[src/rtl/sync_fifo_8_if.sv]
// ============================================================================
// Module      : sync_fifo_8_if
// Description : Push/pop handshake bundle for the single-clock byte FIFO.
// Revision    : 1.0 - initial release
// ============================================================================
`default_nettype none

interface sync_fifo_8_if;
  logic       cke;
  logic [7:0] data;
  logic       cke_o;
  logic [7:0] data_o;
  logic [1:0] status;

  modport master (
    output cke,
    output data,
    output cke_o,
    input  data_o,
    input  status
  );

  modport slave (
    input  cke,
    input  data,
    input  cke_o,
    output data_o,
    output status
  );
endinterface

`default_nettype wire

[src/rtl/sync_fifo_8_mem.sv]
// ============================================================================
// Module      : fifo_mem_512x8
// Description : Simple dual-port RAM, synchronous write, registered read.
// Revision    : 1.0 - initial release
// ============================================================================
`default_nettype none

module fifo_mem_512x8 #(
  parameter int DEPTH = 512,
  parameter int AW    = 9
) (
  input  logic          clk,
  input  logic          rst,
  input  logic          i_we,
  input  logic [AW-1:0] i_waddr,
  input  logic [7:0]    i_wdata,
  input  logic          i_re,
  input  logic [AW-1:0] i_raddr,
  output logic [7:0]    o_rdata
);

  logic [7:0] r_mem [DEPTH];
  logic [7:0] r_rdata;

  // Array is never reset so it maps onto block RAM.
  always_ff @(posedge clk) begin
    if (i_we) begin
      r_mem[i_waddr] <= i_wdata;
    end
  end

  // Same-address read/write returns the old word (read-before-write).
  always_ff @(posedge clk) begin
    if (rst) begin
      r_rdata <= 8'h00;
    end else if (i_re) begin
      r_rdata <= r_mem[i_raddr];
    end
  end

  assign o_rdata = r_rdata;

endmodule

`default_nettype wire

[src/rtl/sync_fifo_8.sv]
// ============================================================================
// Module      : sync_fifo_8
// Description : Single-clock byte FIFO with wrap-bit pointers and level status.
// Revision    : 1.0 - initial release
// ============================================================================
`default_nettype none

module sync_fifo_8 #(
  parameter int DEPTH = 512,
  parameter int AW    = 9
) (
  input  logic         clk,
  input  logic         rst,
  sync_fifo_8_if.slave bus
);

  localparam logic [1:0] c_st_empty = 2'b00;
  localparam logic [1:0] c_st_low   = 2'b01;
  localparam logic [1:0] c_st_half  = 2'b10;
  localparam logic [1:0] c_st_full  = 2'b11;

  localparam logic [AW:0] c_lvl_full = (AW+1)'(DEPTH);
  localparam logic [AW:0] c_lvl_half = (AW+1)'(DEPTH / 2);

  logic [AW-1:0] buf_t;
  logic [AW-1:0] buf_b;
  logic          r_wrap_t;
  logic          r_wrap_b;
  logic [1:0]    r_status;

  logic          beq;
  logic          beq_m;
  logic          w_empty;
  logic          w_full;
  logic          w_do_wr;
  logic          w_do_rd;
  logic [AW:0]   w_ptr_t_nx;
  logic [AW:0]   w_ptr_b_nx;
  logic [AW:0]   w_count_nx;
  logic [1:0]    w_status_nx;
  logic [7:0]    w_rd_data;

  assign beq     = (buf_t == buf_b);
  assign beq_m   = (r_wrap_t == r_wrap_b);
  assign w_empty = beq && beq_m;
  assign w_full  = beq && !beq_m;

  // A write while full proceeds only when a pop frees the slot in the same edge.
  assign w_do_wr = bus.cke && (!w_full || bus.cke_o);
  assign w_do_rd = bus.cke_o && !w_empty;

  assign w_ptr_t_nx = {r_wrap_t, buf_t} + {{AW{1'b0}}, w_do_wr};
  assign w_ptr_b_nx = {r_wrap_b, buf_b} + {{AW{1'b0}}, w_do_rd};
  assign w_count_nx = w_ptr_t_nx - w_ptr_b_nx;

  always_comb begin
    w_status_nx = c_st_low;
    if (w_count_nx == '0) begin
      w_status_nx = c_st_empty;
    end else if (w_count_nx == c_lvl_full) begin
      w_status_nx = c_st_full;
    end else if (w_count_nx >= c_lvl_half) begin
      w_status_nx = c_st_half;
    end
  end

  always_ff @(posedge clk) begin
    if (rst) begin
      buf_t    <= '0;
      buf_b    <= '0;
      r_wrap_t <= 1'b0;
      r_wrap_b <= 1'b0;
      r_status <= c_st_empty;
    end else begin
      {r_wrap_t, buf_t} <= w_ptr_t_nx;
      {r_wrap_b, buf_b} <= w_ptr_b_nx;
      r_status          <= w_status_nx;
    end
  end

  fifo_mem_512x8 #(
    .DEPTH (DEPTH),
    .AW    (AW)
  ) u_mem (
    .clk     (clk),
    .rst     (rst),
    .i_we    (w_do_wr),
    .i_waddr (buf_t),
    .i_wdata (bus.data),
    .i_re    (w_do_rd),
    .i_raddr (buf_b),
    .o_rdata (w_rd_data)
  );

  assign bus.data_o = w_rd_data;
  assign bus.status = r_status;

endmodule

`default_nettype wire

[src/flat_wrapper.sv]
// flat-port wrapper written by rule: the top's interface ports become plain ports
module sync_fifo_8_flat 
#(
  parameter int DEPTH = 512,
  parameter int AW    = 9
)
  (clk, rst, bus_cke, bus_data, bus_cke_o, bus_data_o, bus_status);
  sync_fifo_8_if bus_i ();
  input  logic clk;
  input  logic rst;
  input wire logic [$bits(bus_i.cke)-1:0] bus_cke;
  input wire logic [$bits(bus_i.data)-1:0] bus_data;
  input wire logic [$bits(bus_i.cke_o)-1:0] bus_cke_o;
  output wire logic [$bits(bus_i.data_o)-1:0] bus_data_o;
  output wire logic [$bits(bus_i.status)-1:0] bus_status;
  assign bus_i.cke = bus_cke;
  assign bus_i.data = bus_data;
  assign bus_i.cke_o = bus_cke_o;
  assign bus_data_o = bus_i.data_o;
  assign bus_status = bus_i.status;
  sync_fifo_8 #(.DEPTH(DEPTH), .AW(AW)) u_core (.clk(clk), .rst(rst), .bus(bus_i));
endmodule
[config.mk]
export PLATFORM = sky130hd
export DESIGN_NAME = sync_fifo_8_flat
export DESIGN_NICKNAME = d
export VERILOG_FILES = /design/src/rtl/sync_fifo_8_if.sv /design/src/rtl/sync_fifo_8_mem.sv /design/src/rtl/sync_fifo_8.sv /design/src/flat_wrapper.sv
export SDC_FILE = /design/constraint.sdc
export NUM_CORES = 2
export LEC_CHECK = 0
export ABC_CLOCK_PERIOD_IN_PS = 11000
export BUFFER_PORTS_ARGS = -buffer_cell sky130_fd_sc_hd__buf_2
export CAP_MARGIN = 20
export CORE_UTILIZATION = 50
export CTS_BUF_LIST = sky130_fd_sc_hd__clkbuf_8
export CTS_CLUSTER_DIAMETER = 200
export DETAILED_ROUTE_END_ITERATION = 12
export PLACE_DENSITY_LB_ADDON = 0.1
export SYNTH_ARGS = -nofsm -noshare
export SYNTH_HDL_FRONTEND = slang
export SYNTH_SLANG_ARGS = --single-unit
export TNS_END_PERCENT = 10
[constraint.sdc]
create_clock -name clk -period 11 [get_ports clk]
set_clock_uncertainty 0.1 [all_clocks]
set_input_delay 2.2 -clock clk [delete_from_list [all_inputs] [get_ports clk]]
set_output_delay 2.2 -clock clk [all_outputs]
set_load 0.005 [all_outputs]
# Word-level counts from Yosys, hierarchy flattened

Memory sizes are Yosys's and may differ from the RTL's. A register that Yosys moved wholly into a read port is not among the register bits.
Cells that the tools add are included.

$add $sub $neg: 3
$lt $le $gt $ge: 1
Eq/ne operators: 3
Mux-type cells: 4
Reductions and logical operators: 10

Operator list:

| kind                                                 | number |
|---|---|
| adder 10 x 1 -> 10 bit                               | 2 |
| == test 10 bit, second input constant                | 1 |
| >= comparator 10 x 9 -> 1 bit, second input constant | 1 |
| zero test 10 bit                                     | 1 |
| subtractor 10 bit                                    | 1 |
| == test 9 bit                                        | 1 |
| logical AND 1 bit                                    | 4 |
| 2-to-1 mux 2 bit                                     | 2 |
| zero test 1 bit                                      | 3 |
| 2-to-1 mux 1 bit                                     | 2 |
| OR reduction 2 bit                                   | 1 |
| == test 1 bit                                        | 1 |
| logical OR 1 bit                                     | 1 |

Bits in registers: 22
Bits in writable memories: 4096
Input bits: 12
Output and inout bits: 10
Logic and storage cells: 27
Memories kept: 1

Memories:

| memory             | words | width | read ports | clocked after memory_dff | wr ports | RTL line              | source |
|---|---|---|---|---|---|---|---|
| u_core.u_mem.r_mem | 512   | 8     | 1          | 1                        | 1        | sync_fifo_8_mem.sv:22 | `logic [7:0] r_mem [DEPTH];` |

# Longest topological paths before layout

Word-level depth: 11
Gate-level depth with buffers: 21
Depth with buffers taken out: 17

# Hierarchy

A second synthesis with hierarchy kept.

Cell total of the unflattened synthesis: 7560
Area total of the unflattened synthesis: 161275.9 sq um

By module, submodules not included:

| module         | instances | cells an instance | area each (sq um) | sequential area each (sq um) |
|---|---|---|---|---|
| fifo_mem_512x8 | 1         | 7391              | 159767.0          | 123158.1 |
| sync_fifo_8    | 1         | 169               | 1508.9            | 440.4 |

# Least setup slack after synthesis

Ideal clock, no wire load.

Path type: in2reg
Start: in bus_cke_o
End: reg u_core.r_status[0], in the netlist u_core.bus.status[0]
Setup time: 0.116 ns
Arrival: 5.180 ns
Required time: 10.784 ns
Slack: 5.604 ns
Cell stages on the path: 15
Buffers on the path: 1
Cell sequence: o21a_1 buf_6 ha_1 ha_1 inv_1 ha_1 nor2b_1 o21a_1 o21ai_0 nand2b_1 maj3_2 a2111o_1 a221oi_1 xor2_1 and3b_1

Elaborated cells on any way between the ends: 12
Classes of those cells: add/sub (3); order compare (1); eq/ne (1); mux (2); reduce/logical (5)

RTL lines:

| item                           | RTL line              | source |
|---|---|---|
| start, declared                | flat_wrapper.sv:13    | `input wire logic [$bits(bus_i.cke_o)-1:0] bus_cke_o;` |
| logical AND 1 bit (*)          | sync_fifo_8.sv:50     | `assign w_do_rd = bus.cke_o && !w_empty;` |
| named net u_core.u_mem.i_re    | sync_fifo_8_mem.sv:17 | `input logic i_re,` |
| adder 10 x 1 -> 10 bit (*)     | sync_fifo_8.sv:53     | `assign w_ptr_b_nx = {r_wrap_b, buf_b} + {{AW{1'b0}}, w_do_rd};` |
| named net u_core.w_ptr_b_nx[1] | sync_fifo_8.sv:38     | `logic [AW:0] w_ptr_b_nx;` |
| subtractor 10 bit (*)          | sync_fifo_8.sv:54     | `assign w_count_nx = w_ptr_t_nx - w_ptr_b_nx;` |
| >= comparator 10 x 9 -> 1 bit  | sync_fifo_8.sv:62     | `end else if (w_count_nx >= c_lvl_half) begin` |
| 2-to-1 mux 2 bit               | sync_fifo_8.sv:62     |  |
| 2-to-1 mux 2 bit               | sync_fifo_8.sv:60     | `end else if (w_count_nx == c_lvl_full) begin` |
| end signal, assigned           | sync_fifo_8.sv:73     | `r_status <= c_st_empty;` |
| end signal, assigned           | sync_fifo_8.sv:77     | `r_status <= w_status_nx;` |
| end, declared                  | sync_fifo_8.sv:29     | `logic [1:0] r_status;` |

Mark *: on every way through the listed nets, which the timed path passes. The rest lies on a longest branch.
A chain may end at the register's enable or synchronous reset.

# Final worst setup path

Start: reg u_core.buf_b[0]
End: reg u_core.u_mem.r_rdata[7], in the netlist u_core.u_mem.o_rdata[7] (read register of u_core.u_mem.r_mem)

Word-level cells in the longest chain between the ends: 4

RTL lines:

| item                   | RTL line              | source |
|---|---|---|
| start, declared        | sync_fifo_8.sv:26     | `logic [AW-1:0] buf_b;` |
| start signal, assigned | sync_fifo_8.sv:76     | `{r_wrap_b, buf_b} <= w_ptr_b_nx;` |
| == test 9 bit          | sync_fifo_8.sv:43     | `assign beq = (buf_t == buf_b);` |
| logical AND 1 bit      | sync_fifo_8.sv:45     | `assign w_empty = beq && beq_m;` |
| zero test 1 bit        | sync_fifo_8.sv:50     |  |
| logical AND 1 bit      | sync_fifo_8.sv:50     |  |
| end, declared          | sync_fifo_8_mem.sv:23 | `logic [7:0] r_rdata;` |

Several ways; a longest one is shown, not always the timed one.

==> results.toml <==
[critical_path]
required_ps = 12020
worst-path-max-fanout = 84
crit_type = "flip-flop to flip-flop"
cpMaxStageDelayCell = "nor4_1"
crit_arrival_ps = 7140
end_kind = "flip-flop"
cp-start-kind = "flip-flop"
max_stage_delay_ps = 1070
path_cells = "buf_12, buf_4, buf_4, mux4_2, a22oi_1, a21oi_1, nor4_1, nor2_1, and4b_1, a22oi_1, nand3_1"

[layout]
seqCellArea_um2 = 123600
syn_to_final_growth_pct = 10.13
final_cells = 13287
final_cell_mix = "edfxtp_1, mux4_2, clkbuf_8"
final_common_cell = "edfxtp_1"
final_nets = 8472
fillers = 24503
drive_above_1_share_pct = 21.45
multi_input_area_um2 = 35160

[synthesis]
ys_ff_latch = 4126
synth-seq-area-share_pct = 76.22
synthArstFlopShare_pct = 0
postSynthCellCount = 8049
synth_edf_count = 4096
yosysWarnings = 0
synth_cell_types = 77
yosys_most_used_dff = "edfxtp_1"
synth_nets = 8073
synth.avg_cell_area_um2 = 20.15
synth_area_um2 = 162200

[floorplan]
ios = 22
die_w_um = 571.5
die-area_um2 = 326600
start_util_pct = 50.37
core_area_um2 = 321900
die_h_um = 571.5
rows = 208

[routing]
wl_per_cell_um = 36.15
drtIter0Drc = 11186
wirelength_um = 480300
detailedRoute.firstPassIterationCount = 6
postRouteAntennaNets = 0
drc = 0
avgViaCountPerCell = 6.429
vias = 85423

[placement]
post-dp-hpwl_um = 282500
port_buffers = 21
placed_cells = 12080
gp_congestion = 0.8751

[timing]
hold_violations = 0
relSlewSlack_pct = 14.20
fin_crit_ps = 6119
fin_crit_sh_pct = 55.63
finalMaxSlewViolations = 0
tightest_slew_ps = 1287
clock.fmax_mhz = 163.4
rsz0062_at_grt = "no"
tns_ps = 0
setup_viol = 0

[clocking]
clk_pin_slew_ps = 70
clk_path_buf_depth = 4
cts-resized-gates = 0
cts.htree.levels = 6
postCtsSetupBuffers = 0
cts_tree = "done"
cts.sinks = 4126
insertion_delay_ps = 1260
cts_root_buf = "clkbuf_8"
cts_buffers = 667
hold_buffers = 0

[run_status]
status = "completed"

[grt]
grt_start_max_net_pins = 208
grt_use_met2_pct = 44.47
gr-usage-met1_pct = 41.83
grt_use_total_pct = 29.27
use_met3_pct = 6.524
grt_pass1_vias = 84902
grt_busiest_layer = "met2"
antenna_found_initial = 32
grt_pass1_wl_um = 667100
grt-ovfl-total = 0

[flow_run]
drv_cap = 0

[pwr]
ir_worst_vdd_v = 0.0002185
p_leak_nw = 54.55
p_per_area_nw_per_um2 = 187.0

[worst_hold_path]
hold_path_class = "flip-flop to flip-flop"
[sequential cells by signal, summed over array words and instances, names as in the netlist]
| register | count |
|---|---|
| u_core.buf_b | 9 |
| u_core.buf_t | 9 |
| u_core.r_wrap_b | 1 |
| u_core.r_wrap_t | 1 |
| u_core.bus.status | 2 |
| u_core.u_mem.o_rdata | 8 |
| u_core.u_mem.r_mem | 4096 |
[cells by family after synthesis]
logic type,Yosys count,synth area share [%]
flops,4126,76.22
mux,1402,14.64
simple gates,1058,2.738
compound gates,892,3.867
buf+inv,524,2.252
xor+xnor,34,0.1836
fa+ha+maj,13,0.09953
[final timing paths]
kind	slack, ps	endpoint	startpoint	depth (start not counted)
min reg2reg	490	u_core.r_wrap_b	u_core.r_wrap_b	2
max	4880	u_core.u_mem.o_rdata[7]	u_core.buf_b[0]	11
min	490	u_core.r_wrap_b	u_core.r_wrap_b	2
max reg2reg	4880	u_core.u_mem.o_rdata[7]	u_core.buf_b[0]	11
[critical path: cells and delay by family (launching register included)]
kind	cells	cell delay, ps
AND/OR/NAND/NOR	4	1610
AO/OA/AOI/OAI	3	540
buffers and inverters	3	2060
flip-flops	1	790
multiplexers	1	660
[power breakdown]
part	internal [W]	switching (W)	total (W)	leakage (nW)
logic	0.00154	0.00203	0.00357	10.6
registers	0.0173	0.0000605	0.0174	37.1
clock network	0.00623	0.00623	0.0125	6.92
[metrics by stage]
stage                     total power, W  worst slack [ps]  hold WS (ps)  util, %  cell area (µm²)
final                            0.03340              4881         488.6    55.47           178600
after global routing             0.03436              4756         536.3    55.47           178600
after CTS                        0.03357              5001         486.5    55.45           178500
after detailed placement         0.02128              4705         470.4    51.66           166300
after global placement           0.02126              4842         443.7    51.61           166100
after floorplan                  0.02037              5604         350.0        -           162200
[cell usage after synthesis (21+ instances only)]
master / count / area share, %
mux2i_1: 614 / 3.8
nor2_1: 643 / 1.5
a211oi_1: 32 / 0.15
buf_8: 34 / 0.31
o22ai_1: 156 / 0.60
dfxtp_1: 30 / 0.37
nor3_1: 58 / 0.18
buf_6: 90 / 0.62
a21oi_1: 182 / 0.56
nor2b_1: 22 / 0.085
a31oi_1: 30 / 0.12
a22oi_1: 44 / 0.20
buf_12: 21 / 0.26
o221ai_1: 225 / 1.2
buf_4: 32 / 0.15
a2111oi_0: 21 / 0.11
clkbuf_1: 191 / 0.44
nand4_1: 22 / 0.085
nand3_1: 47 / 0.15
buf_1: 24 / 0.056
mux4_2: 752 / 10
nand2_1: 189 / 0.44
buf_2: 114 / 0.35
edfxtp_1: 4096 / 76
o21ai_0: 69 / 0.21
[per-layer routing]
| metal | routed length, µm | part of all wire, % |
|---|---|---|
| met2 | 220600 | 46 |
| met5 | 102 | 0.021 |
| met1 | 193700 | 40 |
| met3 | 47290 | 9.8 |
| met4 | 18590 | 3.9 |
[layout make-up]
type / instances / share of cell area, %
Timing Repair Buffer: 242 / 1.176
Sequential cell: 4126 / 69.22
Inverter: 12 / 0.03433
Clock buffer: 676 / 5.210
Clock inverter: 516 / 1.635
Antenna cell: 11 / 0.01541
Multi-Input combinational cell: 3399 / 19.69
Tap cell: 4305 / 3.016
Power figures use the tool's default switching activity.
